--- config.mk ---
export PLATFORM = sky130hd
export DESIGN_NAME = early_jump_ras_unit
export DESIGN_NICKNAME = d
export VERILOG_FILES = /design/src/rtl/early_jump_ras_unit.sv
export SDC_FILE = /design/constraint.sdc
export NUM_CORES = 2
export LEC_CHECK = 0
export BUFFER_PORTS_ARGS = -buffer_cell sky130_fd_sc_hd__buf_2
export CAP_MARGIN = 20
export CORE_MARGIN = 4
export CORE_UTILIZATION = 35
export CTS_CLUSTER_SIZE = 20
export DETAILED_ROUTE_END_ITERATION = 6
export SETUP_SLACK_MARGIN = 0.4
export SYNTH_ARGS = -nofsm -noshare
export SYNTH_HDL_FRONTEND = slang
export SYNTH_SLANG_ARGS = --single-unit
--- constraint.sdc ---
create_clock -name clk_i -period 4.99 [get_ports clk_i]
set_clock_uncertainty 0.2 [all_clocks]
set_input_delay 0.499 -clock clk_i [delete_from_list [all_inputs] [get_ports clk_i]]
set_output_delay 0.499 -clock clk_i [all_outputs]
set_load 0.1 [all_outputs]
--- src/rtl/early_jump_ras_unit.sv ---
// Early jump unit with speculative and committed return-address stacks.
// Decodes JAL/JALR classes in fetch, redirects fetch early for direct jumps
// and returns, and keeps a speculative RAS that is rebuilt from the
// committed RAS on a pipeline flush.
module early_jump_ras_unit #(
    parameter int unsigned XLEN      = 64,
    parameter int unsigned RAS_DEPTH = 4,
    parameter bit          LINK_X5   = 1'b1
) (
    input  logic            clk_i,
    input  logic            rst_ni,
    input  logic            flush_i,
    input  logic [31:0]     instr_i,
    input  logic            instr_valid_i,
    input  logic            issue_ready_i,
    input  logic [XLEN-1:0] pc_i,
    input  logic            btb_hit_i,
    input  logic            btb_taken_i,
    input  logic [XLEN-1:0] btb_target_i,
    input  logic            commit_push_i,
    input  logic            commit_pop_i,
    input  logic [XLEN-1:0] commit_link_i,
    output logic            early_jump_valid_o,
    output logic [XLEN-1:0] early_target_o,
    output logic            mem_flush_o,
    output logic            pred_hit_o,
    output logic            pred_taken_o,
    output logic [XLEN-1:0] pred_target_o,
    output logic            ras_empty_o,
    output logic            ras_full_o
);

    localparam int unsigned PTR_W = $clog2(RAS_DEPTH);
    localparam int unsigned CNT_W = $clog2(RAS_DEPTH + 1);

    typedef logic [PTR_W-1:0] ptr_t;
    typedef logic [CNT_W-1:0] cnt_t;

    localparam ptr_t PTR_MAX = ptr_t'(RAS_DEPTH - 1);
    localparam cnt_t CNT_MAX = cnt_t'(RAS_DEPTH);

    localparam logic [6:0] OP_JAL  = 7'b1101111;
    localparam logic [6:0] OP_JALR = 7'b1100111;

    typedef enum logic [2:0] {
        C_NONE,
        C_JAL,
        C_CALL,
        C_RET,
        C_CORO,
        C_ICALL
    } jclass_e;

    typedef enum logic {
        S_IDLE,
        S_WAIT_ISSUE
    } state_e;

    // Result of one stack step: new pointer/count and an optional entry write.
    typedef struct packed {
        ptr_t ptr;
        cnt_t cnt;
        logic we;
        ptr_t widx;
    } ras_upd_t;

    // Pointer arithmetic wraps explicitly so non-power-of-two depths work.
    function automatic ptr_t ptr_inc(input ptr_t p);
        return (p == PTR_MAX) ? '0 : ptr_t'(p + ptr_t'(1));
    endfunction

    function automatic ptr_t ptr_dec(input ptr_t p);
        return (p == '0) ? PTR_MAX : ptr_t'(p - ptr_t'(1));
    endfunction

    function automatic logic is_link(input logic [4:0] r);
        return (r == 5'd1) || (LINK_X5 && (r == 5'd5));
    endfunction

    // ptr is the next free slot; top lives at ptr-1. Pop on empty is a no-op,
    // pop+push rewrites the top in place, push on full overwrites the oldest.
    function automatic ras_upd_t ras_update(input ptr_t ptr, input cnt_t cnt,
                                            input logic push, input logic pop);
        ras_upd_t u;
        logic     pop_ok;
        u.ptr  = ptr;
        u.cnt  = cnt;
        u.we   = 1'b0;
        u.widx = ptr;
        pop_ok = pop && (cnt != '0);
        if (pop_ok && push) begin
            u.we   = 1'b1;
            u.widx = ptr_dec(ptr);
        end else if (pop_ok) begin
            u.ptr = ptr_dec(ptr);
            u.cnt = cnt_t'(cnt - cnt_t'(1));
        end else if (push) begin
            u.we   = 1'b1;
            u.widx = ptr;
            u.ptr  = ptr_inc(ptr);
            u.cnt  = (cnt == CNT_MAX) ? cnt : cnt_t'(cnt + cnt_t'(1));
        end
        return u;
    endfunction

    state_e          state;
    jclass_e         r_cls;
    logic [XLEN-1:0] r_target;
    logic [XLEN-1:0] r_link;

    logic [XLEN-1:0] s_ent [RAS_DEPTH];
    ptr_t            s_ptr;
    cnt_t            s_cnt;
    logic [XLEN-1:0] c_ent [RAS_DEPTH];
    logic [XLEN-1:0] c_ent_n [RAS_DEPTH];
    ptr_t            c_ptr;
    cnt_t            c_cnt;

    ras_upd_t        s_upd;
    ras_upd_t        c_upd;

    logic [6:0]      opcode;
    logic [4:0]      rd;
    logic [4:0]      rs1;
    logic [2:0]      funct3;
    logic [11:0]     imm_i;
    logic [XLEN-1:0] imm_j;

    jclass_e         dec_cls;
    logic [XLEN-1:0] dec_target;
    logic            dec_tv;
    logic [XLEN-1:0] s_top;
    logic            s_empty;

    logic            in_wait;
    logic            active;
    logic            handshake;
    jclass_e         cur_cls;
    logic [XLEN-1:0] cur_link;
    logic            s_push;
    logic            s_pop;

    assign opcode = instr_i[6:0];
    assign rd     = instr_i[11:7];
    assign funct3 = instr_i[14:12];
    assign rs1    = instr_i[19:15];
    assign imm_i  = instr_i[31:20];
    assign imm_j  = {{(XLEN-20){instr_i[31]}}, instr_i[19:12], instr_i[20],
                     instr_i[30:21], 1'b0};

    assign s_top   = s_ent[ptr_dec(s_ptr)];
    assign s_empty = (s_cnt == '0);

    // Classify the fetched instruction into jump classes.
    always_comb begin
        dec_cls = C_NONE;
        if (opcode == OP_JAL) begin
            dec_cls = is_link(rd) ? C_CALL : C_JAL;
        end else if ((opcode == OP_JALR) && (funct3 == 3'b000)) begin
            if ((rd == 5'd0) && is_link(rs1) && (imm_i == '0)) begin
                dec_cls = C_RET;
            end else if (is_link(rd) && is_link(rs1) && (rd != rs1) && (imm_i == '0)) begin
                dec_cls = C_CORO;
            end else if (is_link(rd)) begin
                dec_cls = C_ICALL;
            end
        end
    end

    // Early target and its validity for the live (not yet registered) instruction.
    always_comb begin
        dec_target = '0;
        dec_tv     = 1'b0;
        case (dec_cls)
            C_JAL, C_CALL: begin
                dec_target = pc_i + imm_j;
                dec_tv     = !btb_hit_i;
            end
            C_RET, C_CORO: begin
                dec_target = s_top;
                dec_tv     = !s_empty;
            end
            default: begin
                dec_target = '0;
                dec_tv     = 1'b0;
            end
        endcase
    end

    assign in_wait   = (state == S_WAIT_ISSUE);
    assign active    = rst_ni && !flush_i;
    assign handshake = instr_valid_i && issue_ready_i;
    assign cur_cls   = in_wait ? r_cls  : dec_cls;
    assign cur_link  = in_wait ? r_link : pc_i + XLEN'(4);

    assign s_push = handshake && ((cur_cls == C_CALL) || (cur_cls == C_ICALL) ||
                                  (cur_cls == C_CORO));
    assign s_pop  = handshake && ((cur_cls == C_RET) || (cur_cls == C_CORO));

    assign s_upd = ras_update(s_ptr, s_cnt, s_push, s_pop);
    assign c_upd = ras_update(c_ptr, c_cnt, commit_push_i, commit_pop_i);

    // Committed stack contents after this cycle's commit, also the flush source.
    always_comb begin
        c_ent_n = c_ent;
        if (c_upd.we) begin
            c_ent_n[c_upd.widx] = commit_link_i;
        end
    end

    // Redirect and prediction outputs; a stalled jump replays its registered target.
    always_comb begin
        early_jump_valid_o = active && (in_wait || (instr_valid_i && dec_tv));
        early_target_o     = '0;
        if (active) begin
            early_target_o = in_wait ? r_target : dec_target;
        end
        mem_flush_o   = early_jump_valid_o && issue_ready_i;
        pred_hit_o    = early_jump_valid_o || btb_hit_i;
        pred_taken_o  = early_jump_valid_o || btb_taken_i;
        pred_target_o = early_jump_valid_o ? early_target_o : btb_target_i;
    end

    assign ras_empty_o = s_empty;
    assign ras_full_o  = (s_cnt == CNT_MAX);

    // Hold the early jump across issue back-pressure so fetch keeps the redirect.
    always_ff @(posedge clk_i) begin
        if (!rst_ni) begin
            state    <= S_IDLE;
            r_cls    <= C_NONE;
            r_target <= '0;
            r_link   <= '0;
        end else if (flush_i) begin
            state <= S_IDLE;
        end else begin
            case (state)
                S_IDLE: begin
                    if (instr_valid_i && dec_tv && !issue_ready_i) begin
                        state    <= S_WAIT_ISSUE;
                        r_cls    <= dec_cls;
                        r_target <= dec_target;
                        r_link   <= pc_i + XLEN'(4);
                    end
                end
                S_WAIT_ISSUE: begin
                    if (issue_ready_i) begin
                        state <= S_IDLE;
                    end
                end
                default: state <= S_IDLE;
            endcase
        end
    end

    // Update committed stack; speculative stack follows handshakes or is rebuilt on flush.
    always_ff @(posedge clk_i) begin
        if (!rst_ni) begin
            s_ptr <= '0;
            s_cnt <= '0;
            c_ptr <= '0;
            c_cnt <= '0;
            for (int unsigned i = 0; i < RAS_DEPTH; i++) begin
                s_ent[i] <= '0;
                c_ent[i] <= '0;
            end
        end else begin
            c_ent <= c_ent_n;
            c_ptr <= c_upd.ptr;
            c_cnt <= c_upd.cnt;
            if (flush_i) begin
                s_ent <= c_ent_n;
                s_ptr <= c_upd.ptr;
                s_cnt <= c_upd.cnt;
            end else begin
                if (s_upd.we) begin
                    s_ent[s_upd.widx] <= cur_link;
                end
                s_ptr <= s_upd.ptr;
                s_cnt <= s_upd.cnt;
            end
        end
    end

endmodule

* Word level (Yosys, flattened, before mapping)
Index checks and enable logic that the tools add are counted.
** Cells by class
- Mux-type cells :: 46
- Add/subtract/negate cells :: 10
- Equal/unequal tests :: 21
- Bitwise logic cells :: 6
- Reduce and logical (&&, ||, !) cells :: 48
- Shift operators :: 0
- Multipliers :: 0
- Divide/modulo/power cells :: 0
- $lt $le $gt $ge :: 5
** Operators with widths (number)
- 2-to-1 mux 256 bit :: 3
- bitwise mux 256 bit :: 2
- 2-to-1 mux 64 bit :: 8
- demux 64 bit (select 2 bit) :: 2
- binary-select mux 64 bit (select 2 bit) :: 1
- one-hot mux 64 bit (2 select lines) :: 1
- adder 64 x 3 -> 64 bit, second input constant :: 1
- adder 64 bit :: 1
- 2-to-1 mux 3 bit :: 13
- logical AND 1 bit :: 20
- 2-to-1 mux 5 bit :: 4
- 2-to-1 mux 8 bit :: 2
- equality test 3 bit, second input constant :: 5
- equality test 7 bit, second input constant :: 2
- equality test 3 x 2 -> 1 bit, second input constant :: 4
- zero test 12 bit :: 1
- 2-to-1 mux 2 bit :: 6
- equality test 5 x 1 -> 1 bit, second input constant :: 2
- equality test 5 x 3 -> 1 bit, second input constant :: 2
- >= comparator 3 bit, second input constant :: 3
- inverter 2 -> 3 bit :: 3
- nonzero test 3 bit :: 3
- logical OR 1 bit :: 8
- adder 3 x 1 -> 3 bit, second input constant :: 2
- other kinds (20) :: 37
** Word-level totals
- Bits of input ports :: 233
- Bits in writable memories :: 0
- ROM bits :: 0
- Output and inout bits :: 134
- Memories :: 0
- Latch bits :: 0
- Register bits :: 654
- Word-level logic and storage cells :: 152

* Longest topological paths before layout
- Depth after elaboration :: 25
- Mapped depth :: 14
- Gate-level depth less buffers :: 12

* Worst setup path after synthesis
No wires, ideal clock.
- Path kind :: input to output
- From :: in instr_i[21]
- To :: out pred_target_o[27]
- Cell stages on the path :: 12
- Setup slack :: -1239 ps
- Buffers on the path :: 0
- Required time :: 4291 ps
- Arrival time :: 5530 ps
- Cells stage by stage :: ha_1 -> fa_1 -> a21o_1 -> nand4_1 -> a211oi_1 -> o21ai_0 -> nand2_1 -> a21oi_1 -> and4_1 -> nor3_1 -> a211oi_1 -> mux2_2
** Between the ends
- Elaborated cells on any way between the ends :: 22
- Those cells by class :: add/sub: 1; eq/ne: 4; mux: 9; reduce/logical: 8
** RTL lines
- from (decl) :: RTL line 13 : input logic [31:0] instr_i,
- parallel branches: the longest is 8 deep, another holds adder 64 bit
- one-hot mux 64 bit (2 select lines) * :: RTL line 174 : case (dec_cls)
- 2-to-1 mux 64 bit * :: RTL line 216 : early_target_o = in_wait ? r_target : dec_target;
- 2-to-1 mux 64 bit * :: RTL line 215 : if (active) begin
- via early_target_o[27] :: RTL line 24 : output logic [XLEN-1:0] early_target_o,
- 2-to-1 mux 64 bit * :: RTL line 221 : pred_target_o = early_jump_valid_o ? early_target_o : btb_target_i;
- to (decl) :: RTL line 28 : output logic [XLEN-1:0] pred_target_o,
Mark *: on every way through the listed nets, which the timed path passes.

* Worst setup path after layout
- From :: in pc_i[1]
- To :: out pred_target_o[47]
** Between the ends
- Cells in the longest elaborated chain, start to end :: 5
** RTL lines
- from (decl) :: RTL line 16 : input logic [XLEN-1:0] pc_i,
- adder 64 bit :: RTL line 176 : dec_target = pc_i + imm_j;
- one-hot mux 64 bit (2 select lines) :: RTL line 174
- 2-to-1 mux 64 bit :: RTL line 216
- 2-to-1 mux 64 bit :: RTL line 215
- 2-to-1 mux 64 bit :: RTL line 221
No other way between the ends.

==> flow_summary.toml <==
[sta]
final-setup-viol-count = 0
rsz0062_at_grt = "true"
maxSlewViolCount = 0
tns_ps = 0
worst_pin_slew_ps = 1260
slew_headroom_pct = 16.2
max_freq_ghz = 0.220
hold_viol = 0
fin_crit_sh_pct = 91.0
fin_crit_ps = 4540

[placement]
placed_cell_area_um2 = 41100
finalWeightedCongestion = 0.941
dp.cells = 5785
dpl.hpwl_mm = 93.4
numPortBuffers = 366

[final_layout]
mostFrequentLayoutCell = "nor2_1"
final_cell_mix = "873 x nor2_1, 652 x dfxtp_1, 328 x a21oi_1"
fin_cells = 5977
area_growth_pct = 25.1
stdcell_area_um2 = 44000
nets = 4914
drive_gt1_share_pct = 19.1

[synth]
synthSimpleGateAreaFrac_pct = 19.2
synth_area_leaders = "dfxtp_1 37%, nor2_1 9.6%, mux2i_1 8.2%"
ys_seq_area_share_pct = 37.2
synthArstFlopShare_pct = 0
synth_edf_count = 0
synthMuxAreaShare_pct = 13.2
yosysTopAreaCell = "dfxtp_1"
yosysWarnings = 0
synth_ff_type = "dfxtp_1"
synth_compound_area_share_pct = 20.4
synth_xor_area_share_pct = 2.79
synthCells = 4318
ys_ff_latch = 654
synthDistinctLibCells = 84
synth_top_area_share_pct = 37.2
syn-mean-instance-area_um2 = 8.15
synth_top_family_by_area = "compound AO/OA/AOI/OAI gates"
mappedNetlistArea_um2 = 35200
synth_fp_nets = 4625
synthAdderAreaFrac_pct = 2.65

[die]
start_util_pct = 35.2
rows = 116
io_pins = 367
die_y_um = 325
fp.coreArea_um2 = 99900
die_w_um = 325
die_area_um2 = 106000

[grt]
grt_pass1_vias = 31700
grt_max_degree = 234
grt_pass1_wl_mm = 200
antenna_found_initial = 41
overflow = 0
grt_util_all_layers_pct = 24.1

[critical_path]
end_kind = "output pin"
crit_path_max_fanout = 5
critPathRequiredTime_ps = 4290
cp.arrival_ps = 3840
start_kind = "input port"
crit_type = "in2out"

[routing]
wire_per_inst_um = 22.4
vias = 34000
drt-total-wl_mm = 134
viasPerCell = 5.68
antenna_left = 0
drc_errors = 0
drt_iter0_drc = 3417
dr.pass1.iters = 5

[pwr]
power_leakage_nw = 18.3
max-vdd-ir-drop_mv = 0.278
power_density_nw_per_um2 = 350

[job]
max_cap_violations = 0

[clocking]
htreeDepth = 3
clockRootBuffer = "clkbuf_16"
clk_latency_ps = 620
cts_tree = "done"
clkSlewWorstSetupHoldPaths_ps = 60
cts.sinks = 654
numCtsBuffers = 68
clockBufferDepth = 3

[outcome]
status = "finished clean"

[worst_hold_path]
min-delay-path-class = "in2reg"
registers in the layout (all words and copies together) (netlist names):
register  flops
c_ent       256
s_cnt         3
c_cnt         3
c_ptr         2
in_wait       1
s_ent       256
r_target     64
s_ptr         2
r_cls         3
r_link       64
timing repair:
action	in CTS	in global routing
resized for setup	22	22
hold buffers	43	0
pin swaps	3	2
setup buffers	6	0
hold endpoints to repair	85	0
endpoints found under the setup margin	57	26
cloned	1	0
worst max-delay path, cell delays in order:
cell and delay (ps):
buf_2 120, ha_1 210, fa_1 410, a21o_1 210
nand4_1 170, a211oi_1 150, o21ai_2 280, nand2_1 150
a21oi_1 290, o221ai_2 200, buf_4 190, a311o_1 350
o2111ai_1 260, o21ai_2 150, buf_12 190
cell type report:
type | instances | area, um^2
diodes | 23 | 57.6
clock buffers | 97 | 1980
clock inverters | 22 | 251
fillers | 9879 | 55800
inverters | 53 | 219
multi-input cells | 3266 | 21400
flip-flops and latches | 654 | 13100
well taps | 1298 | 1620
repair buffers | 564 | 5410
power breakdown:
part,switching (mW),leakage [nW],internal (mW)
logic,2.59,11.9,1.71
registers,0.195,5.31,5.71
clock network,2.20,1.10,2.99
Yosys cell counts (25+ instances only):
library cell  instances
a211oi_1            105
a21o_1               25
a21oi_1             365
a22oi_1              36
a31oi_1              27
and2_1               52
buf_1                26
buf_2                41
clkbuf_1            269
dfxtp_1             654
ha_1                 73
inv_1                49
mux2_2               25
mux2i_1             289
mux4_2               64
nand2_1             300
nand2b_1             32
nand3_1              62
nand4_1              39
nor2_1              901
nor3_1               93
o211ai_1             29
o21a_1               42
o21ai_0             183
o22a_1               61
o22ai_1              85
o31ai_1              28
xnor2_1              53
xor2_1               59
metal layers:
metal / global-route usage, % / wire, um / vias up
li1: - / - / 16000
met1: 33.4 / 59500 / 16500
met2: 38.0 / 60400 / 1302
met3: 5.28 / 11400 / 185
met4: 6.00 / 2730 / 22
met5: 0 / 139 / -
path summary, 6_finish.rpt:
path / start / to / slack [ps] / depth (start not counted)
worst max-delay path: pc_i[1] / pred_target_o[47] / 450 / 15
worst min-delay path: commit_link_i[32] / c_ent[224] / 30 / 3
worst max register to register: in_wait / s_ent[148] / 1340 / 9
worst min register to register: s_ent[236] / s_ent[236] / 250 / 2
stage by stage:
step | hold slack, ps | total power [mW] | utilization [%] | setup slack (ps)
global route | 28.4 | 16.0 | 44.1 | 337
finish | 27.3 | 15.4 | 44.1 | 450
detailed placement | 243 | 10.2 | 41.1 | -39.9
global placement | 239 | 10.1 | 41.1 | -35.2
floorplan | 229 | 8.79 | - | -500
CTS | 0.401 | 15.4 | 43.9 | 392
kinds of logic after synthesis:
| logic type | after synthesis |
|---|---|
| xor+xnor | 112 |
| fa+ha+maj | 74 |
| buf+inv | 399 |
| mux | 380 |
| compound gates | 1125 |
| simple gates | 1574 |
| flops | 654 |
No activity file was read; power rests on OpenSTA's default activity.
